File: src/rtl/rr_arbiter_8.sv
`default_nettype none
// ============================================================================
// Module   : rr_arbiter_8
// Purpose  : Eight-way round-robin arbiter with registered one-hot grant and
//            encoded owner index. Define ARB_TIMEOUT_EN to build the hold
//            counter and forced rotation after HOLD_MAX grant cycles.
// Revision : 1.0 - initial release
// ============================================================================
module rr_arbiter_8 #(
    parameter int HOLD_MAX = 16
) (
    input  logic       clk,
    input  logic       rst_n,
    input  logic       en,
    input  logic [7:0] req,
    output logic [7:0] grant,
    output logic [2:0] grant_id,
    output logic       grant_valid,
    output logic       timeout
);

    if (HOLD_MAX < 1 || HOLD_MAX > 255) begin : g_hold_max_check
        $error("rr_arbiter_8: HOLD_MAX must be in 1..255");
    end

    logic [7:0] r_grant;
    logic [2:0] r_grant_id;
    logic       r_grant_valid;
    logic [2:0] r_ptr;

    logic       w_release;
    logic       w_force;
    logic       w_found;
    logic [2:0] w_search_ptr;
    logic [7:0] w_rot;
    logic [2:0] w_off;
    logic [2:0] w_winner;

    assign w_release = r_grant_valid && !req[r_grant_id];

    // On a release or forced rotation the search already starts past the owner.
    assign w_search_ptr = (w_release || w_force) ? (r_grant_id + 3'd1) : r_ptr;

    always_comb begin
        w_rot = '0;
        for (int k = 0; k < 8; k++) begin
            w_rot[k] = req[3'(w_search_ptr + 3'(k))];
        end
    end

    always_comb begin
        w_off = '0;
        for (int k = 7; k >= 0; k--) begin
            if (w_rot[k]) begin
                w_off = 3'(k);
            end
        end
    end

    assign w_found  = |req;
    assign w_winner = w_search_ptr + w_off;

    always_ff @(posedge clk) begin
        if (!rst_n) begin
            r_grant       <= '0;
            r_grant_id    <= '0;
            r_grant_valid <= 1'b0;
            r_ptr         <= '0;
        end else if (!en) begin
            r_grant       <= '0;
            r_grant_valid <= 1'b0;
        end else if (!r_grant_valid) begin
            if (w_found) begin
                r_grant_valid <= 1'b1;
                r_grant_id    <= w_winner;
                r_grant       <= 8'b1 << w_winner;
            end
        end else if (w_release || w_force) begin
            r_ptr <= r_grant_id + 3'd1;
            if (w_found) begin
                r_grant_id <= w_winner;
                r_grant    <= 8'b1 << w_winner;
            end else begin
                r_grant_valid <= 1'b0;
                r_grant       <= '0;
            end
        end
    end

`ifdef ARB_TIMEOUT_EN
    logic [7:0] r_hold_cnt;
    logic       r_timeout;

    // Rotation is only forced when someone else is actually waiting.
    assign w_force = en && r_grant_valid && req[r_grant_id]
                     && (r_hold_cnt == 8'(HOLD_MAX))
                     && ((req & ~r_grant) != 8'h00);

    always_ff @(posedge clk) begin
        if (!rst_n) begin
            r_hold_cnt <= '0;
            r_timeout  <= 1'b0;
        end else begin
            r_timeout <= 1'b0;
            if (!en) begin
                r_hold_cnt <= '0;
            end else if (!r_grant_valid || w_release || w_force) begin
                r_hold_cnt <= w_found ? 8'd1 : 8'd0;
                r_timeout  <= w_force;
            end else if (r_hold_cnt != 8'hFF) begin
                r_hold_cnt <= r_hold_cnt + 8'd1;
            end
        end
    end

    assign timeout = r_timeout;
`else
    assign w_force = 1'b0;
    assign timeout = 1'b0;
`endif

    assign grant       = r_grant;
    assign grant_id    = r_grant_id;
    assign grant_valid = r_grant_valid;

endmodule
`default_nettype wire

File: config.mk
export PLATFORM = sky130hd
export DESIGN_NAME = rr_arbiter_8
export DESIGN_NICKNAME = d
export VERILOG_FILES = /design/src/rtl/rr_arbiter_8.sv
export SDC_FILE = /design/constraint.sdc
export NUM_CORES = 1
export LEC_CHECK = 0
export BUFFER_PORTS_ARGS = -buffer_cell sky130_fd_sc_hd__buf_4
export CORE_MARGIN = 2
export CORE_UTILIZATION = 30
export CTS_CLUSTER_DIAMETER = 40
export DETAILED_ROUTE_END_ITERATION = 6
export GPL_ROUTABILITY_DRIVEN = 0
export PLACE_DENSITY = 0.56
export SYNTH_ARGS = -nofsm -noshare
export SYNTH_HDL_FRONTEND = slang
export SYNTH_SLANG_ARGS = --single-unit
File: constraint.sdc
create_clock -name clk -period 4.86 [get_ports clk]
set_input_delay 0.243 -clock clk [delete_from_list [all_inputs] [get_ports clk]]
set_output_delay 0.243 -clock clk [all_outputs]
set_load 0.02 [all_outputs]
==> impl_metrics.yaml <==
synth:
  synth-seq-area-share: 0.1929
  yosys.area_share.adder: 0.02894
  synth.area.top_cells: "dfxtp_1, a211oi_1, a211oi_2, o211ai_1, mux2i_1"
  synth_area_um2: 1556
  yosys.area.top_type: "dfxtp_1"
  synthXorXnorAreaFrac: 0.06190
  synthArstFlopShare: 0
  synth_top_area_frac: 0.1929
  synth_cell_type_count: 55
  synth_edf_count: 0
  yosysWarnings: 0
  synth_top_family_by_area: "compound AO/OA/AOI/OAI gates"
  synth_compound_area_frac: 0.3834
  postSynthCellCount: 176
  synth_ff_type: "dfxtp_1"
  ys_ff_latch: 15
  avgSynthCellArea_um2: 8.844
  synth_nets: 190
  synth.mux.area_fraction: 0.09566
  synthSimpleGateAreaFrac: 0.1680
setup_path:
  crit_arrival_ns: 4.72
  worstSetupPathType: "reg -> reg"
  critPathRequiredTime_ns: 5.00
  critPathMaxStageDelay_ns: 0.46
  endpoint_kind: "register"
  cp_max_fo: 7
  startpoint_type: "register"
  cp_slowest_cell: "dfxtp_1"
  crit_path_cell_trace: "mux2_4 -> a2bb2oi_4 -> a21oi_4 -> mux2_4 -> ha_1 -> xnor2_1 -> a211oi_1 -> a211oi_2 -> or2b_1 -> a311o_1 -> fa_1 -> xnor2_1 -> xnor2_2 -> nor2b_2 -> a22o_1"
drt:
  post_drt_wl_per_cell_um: 15.17
  vias: 1412
  wl_mm: 4.066
  met1_length_mm: 1.947
  met3WireLength_um: 87
  dr.pass1.iters: 5
  highest_layer: "met4"
  drcViolationCount: 0
  via_per_inst: 5.269
  drtAntennaViolNets: 0
  wl_met2_mm: 1.973
  dr.first_iter.drc_count: 102
clock_network:
  cts_tree: "yes"
  clk_pin_slew_worst_paths_ns: 0.06
  post_cts_buffers: 0
  h-tree-depth: 1
  clk_latency_ns: 0.25
  cts-resized-gates: 0
  cts_buffers: 3
  cts_buffer_depth: 2
  cts-root-buf: "clkbuf_8"
  clkSinkCount: 15
  cts-hold-fix-buffers: 0
timing:
  max_freq_ghz: 0.2184
  slew_viol_final: 0
  rsz0062_at_grt: "no"
  finalHoldViolCount: 0
  setup_viol: 0
  skew_ns: 0.0008886
  finalCritPeriodShare: 0.9420
  setup-tns-final_ns: 0
  fin_crit_ns: 4.578
grt:
  grt_pass1_wl_mm: 7.107
  grt_max_degree: 16
  antenna_found_initial: 0
  grt_usage: 0.1488
  grt_pass1_vias: 1451
  overflow: 0
pwr:
  internal_power_mw: 0.3364
  pwr-share-clk: 0.172
  p_sw_frac: 0.4312
  p_comb_frac: 0.576
  p_sw_mw: 0.2550
  p_per_area_nw_per_um2: 323.5
  leakagePower_nw: 0.7119
  ir_worst_vdd_uv: 84.04
  seqPwrFrac: 0.251
cells_and_area:
  fin_nets: 213
  drive_gt1_frac: 0.2626
  final_util: 0.3625
  n_antenna_cell: 0
  area_growth_pct: 17.44
die:
  core_um2: 5042
  dieWidth_um: 76.03
  die_area_um2: 5781
  ios: 24
  rows: 26
  start_util: 0.3087
  die_y_um: 76.03
status:
  status: "complete, no violations"
place:
  dp_hpwl_mm: 3.185
  io_buffers: 22
worst_hold_path:
  min_path_type: "in -> reg"
run:
  timing.max_cap.violations: 0
power by group through the flow:
| stage | clock network, mW | registers [mW] | logic (mW) |
|---|---|---|---|
| 6_report | 0.102 | 0.149 | 0.341 |
| 5_1_grt | 0.111 | 0.151 | 0.376 |
| 4_1_cts | 0.106 | 0.149 | 0.340 |
| 3_5_place_dp | 0 | 0.151 | 0.338 |
| 3_3_place_gp | 0 | 0.151 | 0.342 |
| 2_1_floorplan | 0 | 0.160 | 0.253 |
registers in the layout, indices dropped and copies added, names as in the netlist:
signal	cells
grant_id	3
grant_valid	1
r_ptr	3
grant	8
path summary, 6_finish.rpt:
path | startpoint | to | slack, ns | cells after the start
setup / recovery | grant_id[0] | grant[0] | 0.28 | 15
hold / removal | en | grant_valid | 0.25 | 2
setup reg to reg | grant_id[0] | grant[0] | 0.28 | 15
hold reg to reg | grant[5] | grant[5] | 0.48 | 1
cell families after synthesis:
family,Yosys count
AOI/OAI and AO/OA,65
xor gates and xnor gates,11
adders and majority gates,3
buffers and inverters,18
DFF,15
muxes,12
other,1
and+or+nand+nor,51
layout make-up:
class	count	area, um2
Tap cell	70	87.58
Fill cell	514	3214
Timing Repair Buffer	26	195.2
Multi-Input combinational cell	143	1160
Sequential cell	15	300.3
Clock buffer	4	45.04
Inverter	10	40.04
per-stage QoR:
| step | power (mW) | area [um2] | hold WS (ns) | instances | setup slack, ns |
|---|---|---|---|---|---|
| 6_report | 0.5914 | 1828 | 0.2450 | 268 | 0.2816 |
| 2_1_floorplan | 0.4131 | 1556 | 0.3889 | 176 | 0.1899 |
| 4_1_cts | 0.5941 | 1821 | 0.2419 | 268 | 0.09981 |
| 3_5_place_dp | 0.4893 | 1775 | 0.4661 | 264 | 0.1205 |
| 3_3_place_gp | 0.4928 | 1775 | 0.4702 | 264 | 0.2122 |
| 5_1_grt | 0.6384 | 1828 | 0.2549 | 268 | 0.03728 |
worst max-delay path: cells and delay by family (launching register included):
family,cells,cell delay [ns]
AO/OA/AOI/OAI,6,1.47
XOR/XNOR,3,0.82
multiplexers,2,0.72
adder cells (fa/ha/maj),2,0.66
flip-flops,1,0.46
AND/OR/NAND/NOR,2,0.34
routing by layer:
metal | vias up | track usage
met4 | 0 | 0.04000
met1 | 656 | 0.1892
li1 | 723 | -
met5 | - | 0
met2 | 27 | 0.2643
met3 | 6 | 0.02014
synthesized netlist by cell type, types with 5 or more instances:
cell type / n
o211ai_1: 10
nor2_1: 13
a211oi_2: 6
dfxtp_1: 15
xnor2_1: 8
inv_1: 8
and3_1: 5
nand3_1: 6
mux2i_1: 7
nand2_1: 11
a211oi_1: 10
cells in the final DEF, fill, tap and decap left out, types with 2 or more instances in the layout:
cell type and n:
and3_1 5, a21oi_1 4, o21ai_0 2, ha_1 2, mux2i_1 7, inv_1 8, a22o_1 4, mux2_4 3
nor2b_1 2, o2111ai_1 4, and2_1 4, a21oi_4 2, clkbuf_8 3, a21o_1 3, buf_4 26, nor2_1 13
a311o_1 2, a32o_1 4, xor2_1 3, a211oi_2 6, nand2_1 11, a211o_1 3, xnor2_1 7, nand3_1 6
a211oi_1 10, dfxtp_1 15, o211ai_1 10, nor4_1 2
(Power assumes the default switching activity.)
